**src/rtl/capture_alarm_timer_pkg.sv**
```systemverilog
`default_nettype none
// ============================================================================
// Module   : capture_alarm_timer_pkg
// Brief    : Shared types, default widths and a saturating-increment helper
//            for the capture/alarm timer.
// Revision : 1.0 - initial release
// ============================================================================
package capture_alarm_timer_pkg;

  typedef enum logic [0:0] {
    IDLE    = 1'b0,
    RUNNING = 1'b1
  } timer_state_t;

  localparam int c_cnt_w_default     = 32;
  localparam int c_cap_cnt_w_default = 8;

  // Increment value by one, holding at the all-ones value of a width-bit field.
  function automatic logic [63:0] sat_inc(input logic [63:0] value, input int width);
    logic [63:0] max_v;
    max_v = (width >= 64) ? '1 : ((64'd1 << width) - 64'd1);
    return (value >= max_v) ? max_v : (value + 64'd1);
  endfunction

endpackage
`default_nettype wire

```
**src/rtl/capture_alarm_timer_if.sv**
```systemverilog
`default_nettype none
// ============================================================================
// Module   : capture_alarm_timer_if
// Brief    : Start/capture/alarm control and status bundle between the pulse
//            sources (master) and the timer (slave).
// Revision : 1.0 - initial release
// ============================================================================
interface capture_alarm_timer_if
  import capture_alarm_timer_pkg::*;
#(
  parameter int CNT_W     = c_cnt_w_default,
  parameter int CAP_CNT_W = c_cap_cnt_w_default
);
  logic                 start_i;
  logic                 capture_i;
  logic                 rst_capture_i;
  logic                 alarm_en_i;
  logic [CNT_W-1:0]     alarm_time_i;
  logic                 running_o;
  logic [CNT_W-1:0]     count_o;
  logic [CNT_W-1:0]     capture_value_o;
  logic                 capture_valid_o;
  logic                 capture_pulse_o;
  logic [CAP_CNT_W-1:0] capture_cnt_o;
  logic                 overflow_o;
  logic                 alarm_o;

  modport master (
    output start_i, capture_i, rst_capture_i, alarm_en_i, alarm_time_i,
    input  running_o, count_o, capture_value_o, capture_valid_o,
           capture_pulse_o, capture_cnt_o, overflow_o, alarm_o
  );

  modport slave (
    input  start_i, capture_i, rst_capture_i, alarm_en_i, alarm_time_i,
    output running_o, count_o, capture_value_o, capture_valid_o,
           capture_pulse_o, capture_cnt_o, overflow_o, alarm_o
  );
endinterface
`default_nettype wire

```
**src/rtl/capture_alarm_timer_pulse_edge_det.sv**
```systemverilog
`default_nettype none
// ============================================================================
// Module   : capture_alarm_timer_pulse_edge_det
// Brief    : Optional 2-flop synchronizer followed by a rising-edge strobe.
//            Macro TIMER_INPUT_SYNC_EN inserts the synchronizer (+2 clk).
// Revision : 1.0 - initial release
// ============================================================================
module capture_alarm_timer_pulse_edge_det (
  input  logic clk,
  input  logic areset_n,
  input  logic sreset,
  input  logic sig_i,
  output logic level_o,
  output logic rise_o
);

  logic prev_q;

`ifdef TIMER_INPUT_SYNC_EN
  logic [1:0] sync_q;

  // Two-flop synchronizer for an input that may be asynchronous to clk
  always_ff @(posedge clk or negedge areset_n) begin
    if (!areset_n)   sync_q <= '0;
    else if (sreset) sync_q <= '0;
    else             sync_q <= {sync_q[0], sig_i};
  end

  assign level_o = sync_q[1];
`else
  assign level_o = sig_i;
`endif

  // Previous-cycle history for rising-edge detection
  always_ff @(posedge clk or negedge areset_n) begin
    if (!areset_n)   prev_q <= 1'b0;
    else if (sreset) prev_q <= 1'b0;
    else             prev_q <= level_o;
  end

  assign rise_o = level_o & ~prev_q;

endmodule
`default_nettype wire

```
**src/rtl/capture_alarm_timer.sv**
```systemverilog
`default_nettype none
// ============================================================================
// Module   : capture_alarm_timer
// Brief    : Elapsed-cycle timer started by a start edge; capture edges latch
//            the elapsed count; optional one-shot alarm after a programmed
//            delay. Macro TIMER_INPUT_SYNC_EN adds input synchronizers.
// Revision : 1.0 - initial release
// ============================================================================
module capture_alarm_timer
  import capture_alarm_timer_pkg::*;
#(
  parameter int CNT_W     = c_cnt_w_default,
  parameter int CAP_CNT_W = c_cap_cnt_w_default
) (
  input  logic                   clk,
  input  logic                   areset_n,
  input  logic                   sreset,
  capture_alarm_timer_if.slave   bus
);

  localparam logic [CNT_W-1:0] c_cnt_max = '1;

  timer_state_t         state_q, state_d;
  logic [CNT_W-1:0]     count_q, count_d;
  logic [CNT_W-1:0]     cap_val_q, cap_val_d;
  logic                 cap_valid_q, cap_valid_d;
  logic                 cap_pulse_q, cap_pulse_d;
  logic [CAP_CNT_W-1:0] cap_cnt_q, cap_cnt_d;
  logic                 ovf_q, ovf_d;
  logic                 armed_q, armed_d;
  logic [CNT_W-1:0]     atime_q, atime_d;
  logic                 alarm_q, alarm_d;

  logic w_start_rise, w_start_lvl;
  logic w_cap_rise, w_cap_lvl;
  logic w_rstc_rise, w_rstc_lvl;
  logic w_unused;
  logic [CNT_W-1:0]     w_cnt_inc;
  logic [CAP_CNT_W-1:0] w_cap_inc;

  capture_alarm_timer_pulse_edge_det u_start_det (
    .clk(clk), .areset_n(areset_n), .sreset(sreset),
    .sig_i(bus.start_i), .level_o(w_start_lvl), .rise_o(w_start_rise)
  );

  capture_alarm_timer_pulse_edge_det u_cap_det (
    .clk(clk), .areset_n(areset_n), .sreset(sreset),
    .sig_i(bus.capture_i), .level_o(w_cap_lvl), .rise_o(w_cap_rise)
  );

  capture_alarm_timer_pulse_edge_det u_rstc_det (
    .clk(clk), .areset_n(areset_n), .sreset(sreset),
    .sig_i(bus.rst_capture_i), .level_o(w_rstc_lvl), .rise_o(w_rstc_rise)
  );

  // rst_capture acts on level; start/capture act on edges
  assign w_unused  = ^{w_start_lvl, w_cap_lvl, w_rstc_rise};
  assign w_cnt_inc = CNT_W'(sat_inc(64'(count_q), CNT_W));
  assign w_cap_inc = CAP_CNT_W'(sat_inc(64'(cap_cnt_q), CAP_CNT_W));

  // State register
  always_ff @(posedge clk or negedge areset_n) begin
    if (!areset_n) state_q <= IDLE;
    else           state_q <= state_d;
  end

  // Next state: reset/rst_capture force IDLE, any start edge (re)starts
  always_comb begin
    state_d = state_q;
    if (sreset || w_rstc_lvl) state_d = IDLE;
    else if (w_start_rise)    state_d = RUNNING;
  end

  // Datapath next values: priority sreset > rst_capture > start > run/capture
  always_comb begin
    count_d     = count_q;
    cap_val_d   = cap_val_q;
    cap_valid_d = cap_valid_q;
    cap_pulse_d = 1'b0;
    cap_cnt_d   = cap_cnt_q;
    ovf_d       = ovf_q;
    armed_d     = armed_q;
    atime_d     = atime_q;
    alarm_d     = 1'b0;
    if (sreset) begin
      count_d     = '0;
      cap_val_d   = '0;
      cap_valid_d = 1'b0;
      cap_cnt_d   = '0;
      ovf_d       = 1'b0;
      armed_d     = 1'b0;
      atime_d     = '0;
    end else if (w_rstc_lvl) begin
      count_d     = '0;
      cap_val_d   = '0;
      cap_valid_d = 1'b0;
      cap_cnt_d   = '0;
      ovf_d       = 1'b0;
      armed_d     = 1'b0;
    end else if (w_start_rise) begin
      // capture_value is deliberately held across a restart
      count_d     = '0;
      cap_valid_d = 1'b0;
      cap_cnt_d   = '0;
      ovf_d       = 1'b0;
      armed_d     = bus.alarm_en_i && (bus.alarm_time_i != '0);
      atime_d     = bus.alarm_time_i;
    end else if (state_q == RUNNING) begin
      count_d = w_cnt_inc;
      if (w_cnt_inc == c_cnt_max) ovf_d = 1'b1;
      if (armed_q && (w_cnt_inc == atime_q)) begin
        alarm_d = 1'b1;
        armed_d = 1'b0;
      end
      if (w_cap_rise) begin
        cap_val_d   = w_cnt_inc;
        cap_valid_d = 1'b1;
        cap_pulse_d = 1'b1;
        cap_cnt_d   = w_cap_inc;
      end
    end
  end

  // Datapath registers
  always_ff @(posedge clk or negedge areset_n) begin
    if (!areset_n) begin
      count_q     <= '0;
      cap_val_q   <= '0;
      cap_valid_q <= 1'b0;
      cap_pulse_q <= 1'b0;
      cap_cnt_q   <= '0;
      ovf_q       <= 1'b0;
      armed_q     <= 1'b0;
      atime_q     <= '0;
      alarm_q     <= 1'b0;
    end else begin
      count_q     <= count_d;
      cap_val_q   <= cap_val_d;
      cap_valid_q <= cap_valid_d;
      cap_pulse_q <= cap_pulse_d;
      cap_cnt_q   <= cap_cnt_d;
      ovf_q       <= ovf_d;
      armed_q     <= armed_d;
      atime_q     <= atime_d;
      alarm_q     <= alarm_d;
    end
  end

  assign bus.running_o       = (state_q == RUNNING);
  assign bus.count_o         = count_q;
  assign bus.capture_value_o = cap_val_q;
  assign bus.capture_valid_o = cap_valid_q;
  assign bus.capture_pulse_o = cap_pulse_q;
  assign bus.capture_cnt_o   = cap_cnt_q;
  assign bus.overflow_o      = ovf_q;
  assign bus.alarm_o         = alarm_q;

endmodule
`default_nettype wire

```
**src/flat_wrapper.sv**
```systemverilog
// flat-port wrapper written by rule: the top's interface ports become plain ports
module capture_alarm_timer_flat import capture_alarm_timer_pkg::*;
#(
  parameter int CNT_W     = c_cnt_w_default,
  parameter int CAP_CNT_W = c_cap_cnt_w_default
)
  (clk, areset_n, sreset, bus_start_i, bus_capture_i, bus_rst_capture_i, bus_alarm_en_i, bus_alarm_time_i, bus_running_o, bus_count_o, bus_capture_value_o, bus_capture_valid_o, bus_capture_pulse_o, bus_capture_cnt_o, bus_overflow_o, bus_alarm_o);
  capture_alarm_timer_if #(.CNT_W(CNT_W), .CAP_CNT_W(CAP_CNT_W)) bus_i ();
  input  logic clk;
  input  logic areset_n;
  input  logic sreset;
  input wire logic [$bits(bus_i.start_i)-1:0] bus_start_i;
  input wire logic [$bits(bus_i.capture_i)-1:0] bus_capture_i;
  input wire logic [$bits(bus_i.rst_capture_i)-1:0] bus_rst_capture_i;
  input wire logic [$bits(bus_i.alarm_en_i)-1:0] bus_alarm_en_i;
  input wire logic [$bits(bus_i.alarm_time_i)-1:0] bus_alarm_time_i;
  output wire logic [$bits(bus_i.running_o)-1:0] bus_running_o;
  output wire logic [$bits(bus_i.count_o)-1:0] bus_count_o;
  output wire logic [$bits(bus_i.capture_value_o)-1:0] bus_capture_value_o;
  output wire logic [$bits(bus_i.capture_valid_o)-1:0] bus_capture_valid_o;
  output wire logic [$bits(bus_i.capture_pulse_o)-1:0] bus_capture_pulse_o;
  output wire logic [$bits(bus_i.capture_cnt_o)-1:0] bus_capture_cnt_o;
  output wire logic [$bits(bus_i.overflow_o)-1:0] bus_overflow_o;
  output wire logic [$bits(bus_i.alarm_o)-1:0] bus_alarm_o;
  assign bus_i.start_i = bus_start_i;
  assign bus_i.capture_i = bus_capture_i;
  assign bus_i.rst_capture_i = bus_rst_capture_i;
  assign bus_i.alarm_en_i = bus_alarm_en_i;
  assign bus_i.alarm_time_i = bus_alarm_time_i;
  assign bus_running_o = bus_i.running_o;
  assign bus_count_o = bus_i.count_o;
  assign bus_capture_value_o = bus_i.capture_value_o;
  assign bus_capture_valid_o = bus_i.capture_valid_o;
  assign bus_capture_pulse_o = bus_i.capture_pulse_o;
  assign bus_capture_cnt_o = bus_i.capture_cnt_o;
  assign bus_overflow_o = bus_i.overflow_o;
  assign bus_alarm_o = bus_i.alarm_o;
  capture_alarm_timer #(.CNT_W(CNT_W), .CAP_CNT_W(CAP_CNT_W)) u_core (.clk(clk), .areset_n(areset_n), .sreset(sreset), .bus(bus_i));
endmodule
```
**config.mk**
```make
export PLATFORM = sky130hd
export DESIGN_NAME = capture_alarm_timer_flat
export DESIGN_NICKNAME = d
export VERILOG_FILES = /design/src/rtl/capture_alarm_timer_pkg.sv /design/src/rtl/capture_alarm_timer_if.sv /design/src/rtl/capture_alarm_timer_pulse_edge_det.sv /design/src/rtl/capture_alarm_timer.sv /design/src/flat_wrapper.sv
export SDC_FILE = /design/constraint.sdc
export NUM_CORES = 1
export LEC_CHECK = 0
export CAP_MARGIN = 20
export CORE_ASPECT_RATIO = 2
export CORE_MARGIN = 1.5
export CORE_UTILIZATION = 55
export DETAILED_ROUTE_END_ITERATION = 8
export DONT_BUFFER_PORTS = 1
export PLACE_DENSITY = 0.78
export SYNTH_ARGS = -nofsm -noshare
export SYNTH_HDL_FRONTEND = slang
export SYNTH_SLANG_ARGS = --single-unit
```
**constraint.sdc**
```tcl
create_clock -name clk -period 4.65 [get_ports clk]
set_input_delay 0.465 -clock clk [delete_from_list [all_inputs] [get_ports clk]]
set_output_delay 0.465 -clock clk [all_outputs]
set_load 0.01 [all_outputs]
```
[Word-level counts from Yosys, hierarchy flattened]
Index checks and enable logic that the tools add are counted.
Operators by class
  $add $sub $neg: 2
  order comparisons: 2
  equal/unequal tests: 4
  mux-type cells: 48
  bitwise gates (word level): 4
  reductions and logical operators: 17
Operator list (count)
  32-bit 2-to-1 mux: 13
  8-bit 2-to-1 mux: 6
  32-bit by 1-bit adder with 32-bit output, second input constant: 1
  32-bit == test: 1
  32-bit == test, second input constant: 1
  32-bit >= comparator, second input constant: 1
  32-bit nonzero test: 1
  1-bit 2-to-1 mux: 29
  4-bit nonzero test: 4
  8-bit by 1-bit adder with 8-bit output, second input constant: 1
  8-bit >= comparator, second input constant: 1
  2-bit AND reduction: 4
  3-bit nonzero test: 2
  2-bit nonzero test: 2
  3-bit != test, second input constant: 1
  3-bit AND reduction: 1
  1-bit bitwise AND: 2
  1-bit logical AND: 2
  2-bit != test, second input constant: 1
  1-bit NOT: 2
  1-bit logical OR: 1
Word-level totals
  register bits after elaboration: 112
  input bits: 39
  output and inout port bits: 77
  logic and storage cells: 89

[Longest topological paths before layout]
  depth in word-level cells: 9
  gate-level depth with buffers: 13
  depth with buffers taken out: 10

[By module]
Synthesis repeated with hierarchy kept, for this count alone.
Second synthesis, totals
  cell total of the unflattened synthesis: 680
  area total of the unflattened synthesis: 6373.6 um^2
By module, submodules not included
  capture_alarm_timer: times used 1, cells an instance 668, area each 6193.4 um^2, seq. area each 2752.6 um^2
  capture_alarm_timer_pulse_edge_det: times used 3, cells an instance 4, area each 60.1 um^2, seq. area each 25.0 um^2

[Worst setup path after synthesis]
Ideal clock, no wire load.
  path kind: register to register
  from: reg u_core.count_q[1], in the netlist u_core.bus.count_o[1]
  to: reg u_core.armed_q
  library setup time: 0.120 ns
  arrival: 3.199 ns
  required time: 4.530 ns
  path slack: 1.331 ns
  stages on the path, launching flop included: 12
  path buffers: 1
  period minus slack after synthesis: 3.319 ns
  path through: dfrtp_1 -> ha_1 -> nand3_1 -> or4_1 -> buf_2 -> nor3_1 -> xnor2_1 -> o22ai_1 -> a311o_1 -> nor4_1 -> o2111ai_1 -> a31o_1
Between the ends
  cells in the longest elaborated chain, start to end: 6
  elaborated cells between the ends (all ways): 7
  those cells by class: 1 x add/sub; 1 x order compare; 1 x eq/ne; 1 x mux; 3 x reduce/logical
Ends and longest elaborated chain
  from (decl): line capture_alarm_timer.sv:24  | logic [CNT_W-1:0] count_q, count_d;
  from (signal assigned): line capture_alarm_timer.sv:137  | count_q <= count_d;
  32-bit by 1-bit adder with 32-bit output / 32-bit >= comparator (equally long branches): line capture_alarm_timer_pkg.sv:22  | return (value >= max_v) ? max_v : (value + 64'd1);
  32-bit 2-to-1 mux *: line capture_alarm_timer_pkg.sv:22
  32-bit == test *: line capture_alarm_timer.sv:111  | if (armed_q && (w_cnt_inc == atime_q)) begin
  1-bit logical AND *: line capture_alarm_timer.sv:111
  4-bit nonzero test (no line) *
  2-bit AND reduction (no line) *
  to (signal assigned): line capture_alarm_timer.sv:143  | armed_q <= armed_d;
  to (decl): line capture_alarm_timer.sv:30  | logic armed_q, armed_d;
Every way passes the cells marked *; elsewhere a longest branch is shown, timed or not.
A chain may end at the register's enable or synchronous reset.

[Final worst setup path]
  from: reg u_core.count_q[0], in the netlist u_core.bus.count_o[0]
  to: reg u_core.armed_q
The elaborated chain is that of the path after synthesis.

==> metrics.yaml <==
worst_setup_path:
  crit_path_top_delay_cell: "or4_1"
  cp_common_cell: "a31o_1"
  arrival_ns: 4.40
  worstPathRequired_ns: 4.89
  r2r-end: "u_core.armed_q$_DFFE_PN0P_"
  endpoint_kind: "flop"
  cp_max_fo: 23
  path_cells: "ha_1 -> nand3_1 -> or4_1 -> or3_1 -> a31o_1 -> a32oi_1 -> o211ai_1 -> nor4b_2 -> o2111ai_1 -> a31o_1"
  r2r_setup_slack_ns: 0.49
  ff2ff_path_depth: 10
  slowest_delay_ns: 0.80
  critPathKind: "flop to flop"
  worstReg2RegStart: "u_core.bus.count_o[0]$_DFFE_PN0P_"
  startpoint_type: "flop"
clocking:
  cts_tree: "yes"
  cts_sinks: 112
  cts-htree-levels: 3
  clockBufferDepth: 2
  root_buffer: "clkbuf_16"
  clk_pin_slew_ns: 0.08
  clock_latency_ns: 0.36
  numCtsBuffers: 9
global_route:
  grt_overflow: 0
  grt_pass1_wl_um: 28600
  antenna_found_initial: 0
  grt_max_degree: 113
  grt.total_usage_pct: 32.5
  grt_pass1_vias: 5119
drt:
  drcViolationCount: 0
  postRouteAntennaNets: 0
  totalWireLength_um: 18800
  wl_per_cell_um: 24.4
  drt_iter0_markers: 502
  vias: 5287
  via_per_inst: 6.85
  drtPass1Iterations: 5
timing:
  worstMarginPinSlew_ns: 0.943
  clock.fmax_mhz: 240
  finClkSkew_ns: 0.00829
  fin_tns_setup_ns: 0
  hold_viol: 0
  fin_crit_sh_pct: 89.4
  setup_viol: 0
  drv_slew: 0
  period_needed_ns: 4.16
  rsz0062_at_grt: "false"
  maxSlewHeadroom_pct: 36.9
synthesis:
  async_reset_ff_share_pct: 100
  synth_seq_cells: 112
  yosys_warnings: 0
  ys_seq_area_share_pct: 46.1
  netlist_instances: 651
  syn_area_um2: 6080
  ys.flop_type: "dfrtp_1"
  ys_types: 63
  synth_nets: 692
  synth.avg_cell_area_um2: 9.35
  synth_edf_count: 0
cells_and_area:
  nets: 668
  instances_no_fill: 772
  drive_above_1_share_pct: 7.75
  num_antenna_cells: 0
  area_growth_pct: 6.93
power:
  p_int_mw: 1.47
  finalPower_mw: 1.93
  combPwrFrac_pct: 5.9
  switching_share_pct: 24.0
  p_leak_nw: 2.77
  switchingPower_mw: 0.464
  seq_power_share_pct: 52.3
  clock_power_share_pct: 41.8
  p_per_area_nw_per_um2: 297
  peakVddDrop_v: 0.000208
die:
  die_w_um: 77.4
  core_um2: 10800
  die_area_um2: 11700
  io_pins: 116
  fp.dieH_um: 152
  start_util_pct: 56.3
  rows: 54
placed_design:
  place_inst: 755
  port_buffers: 0
  dp_hpwl_um: 14000
  gp_congestion: 0.982
hold_path:
  holdCritPathClass: "input pin to async pin"
status:
  status: "completed"
job:
  max_cap_viol_count: 0
## metrics by stage
step	setup WS (ns)	utilization (%)	instance area [µm²]	hold WS, ns
floorplan	1.33	-	6080	0.169
detailed placement	0.521	57.0	6170	0.173
global placement	0.585	56.8	6140	0.173
global route	0.166	60.2	6510	0.0930
CTS	0.488	60.2	6510	0.0742
finish	0.491	60.2	6510	0.0218
## power by group through the flow
stage               logic (mW)  registers, mW  clock network [mW]
CTS                      0.114           1.01               0.813
finish                   0.114           1.01               0.808
global placement        0.0883           1.03                   0
detailed placement      0.0926           1.03                   0
global route             0.126           1.01               0.857
floorplan               0.0703           1.02                   0
## cells in the final DEF (no fill, tap or decap), types with 5 or more instances in the layout
| cell | n |
|---|---|
| nor3_1 | 16 |
| o21ai_0 | 28 |
| a21oi_1 | 33 |
| nor2_1 | 55 |
| dfrtp_1 | 112 |
| clkbuf_16 | 9 |
| or4_1 | 6 |
| and3_1 | 6 |
| nor4_1 | 18 |
| or2_2 | 5 |
| and4_1 | 7 |
| nand4_1 | 17 |
| a211oi_1 | 11 |
| a21o_1 | 11 |
| a311oi_1 | 11 |
| buf_4 | 10 |
| a22o_1 | 41 |
| a31oi_1 | 8 |
| nand2_1 | 60 |
| xnor2_1 | 23 |
| mux2i_1 | 8 |
| xor2_1 | 14 |
| nand3_1 | 25 |
| inv_1 | 17 |
## final cells by class
| class | count | area, µm² |
|---|---|---|
| clock buffer | 10 | 239 |
| sequential | 112 | 2800 |
| inverter | 17 | 63.8 |
| clock inverter | 6 | 72.6 |
| tap | 140 | 175 |
| fill | 969 | 4300 |
| timing repair buffer | 13 | 129 |
| multi-input combinational | 474 | 3020 |
## synthesized netlist by cell type, drive strengths merged (7+ instances only)
cell,n,area share [%]
dfrtp,112,46
nand2,60,3.7
nor2,57,3.6
a22o,41,5.9
clkbuf,37,2.3
a21oi,33,2.7
o21ai,28,2.3
nand3,25,2.1
xnor2,23,3.3
nor4,19,2.1
nand4,18,2.0
nor3,18,1.6
inv,17,1.0
xor2,14,2.0
a211oi,11,1.4
a21o,11,1.4
a311oi,11,1.6
buf,11,1.2
a31oi,8,0.82
mux2i,8,1.3
and4,7,1.0
## registers in the layout (all words and copies together), names as in the netlist
name	count
u_core.u_start_det.prev_q	1
u_core.bus.alarm_o	1
u_core.bus.overflow_o	1
u_core.bus.capture_pulse_o	1
u_core.bus.capture_cnt_o	8
u_core.bus.count_o	32
u_core.bus.capture_valid_o	1
u_core.armed_q	1
u_core.u_cap_det.prev_q	1
u_core.bus.running_o	1
u_core.atime_q	32
u_core.bus.capture_value_o	32
## per-layer routing
layer	up-vias	share of wire (%)	global-route usage, %
met5	-	0	0
met4	0	4.4	17.4
met3	53	5.5	4.37
met2	237	54	58.2
met1	2630	36	37.4
li1	2367	-	-
## timing repair
action	in CTS	in global routing
hold buffers	1	0
resized for setup	0	0
setup buffers	0	0
endpoints found under the hold margin	112	0
endpoints found under the setup margin	0	0
## worst max-delay path, delay by kind of cell, from the launching register on
kind | cells | cell delay, ns
AO/OA/AOI/OAI | 5 | 1.06
adder cells (fa/ha/maj) | 1 | 0.29
flip-flops | 1 | 0.58
AND/OR/NAND/NOR | 4 | 2.11
## cell families after synthesis
group	synth area share (%)
AOI/OAI and AO/OA	21.7
adders and majority gates	0.411
muxes	2.06
buffers and inverters	4.54
and+or+nand+nor	19.9
DFF	46.1
xor gates and xnor gates	5.33
## how the worst max path moves through the flow
stage,endpoint,start,cells after the start
after floorplan,u_core.armed_q$_DFFE_PN0P_,u_core.bus.count_o[1]$_DFFE_PN0P_,11
after global placement,u_core.armed_q$_DFFE_PN0P_,u_core.bus.count_o[0]$_DFFE_PN0P_,10
after detailed placement,u_core.armed_q$_DFFE_PN0P_,u_core.bus.count_o[0]$_DFFE_PN0P_,10
after CTS,u_core.armed_q$_DFFE_PN0P_,u_core.bus.count_o[0]$_DFFE_PN0P_,10
after global routing,u_core.armed_q$_DFFE_PN0P_,u_core.bus.count_o[0]$_DFFE_PN0P_,10
final,u_core.armed_q$_DFFE_PN0P_,u_core.bus.count_o[0]$_DFFE_PN0P_,10
Power figures use the tool's default switching activity.
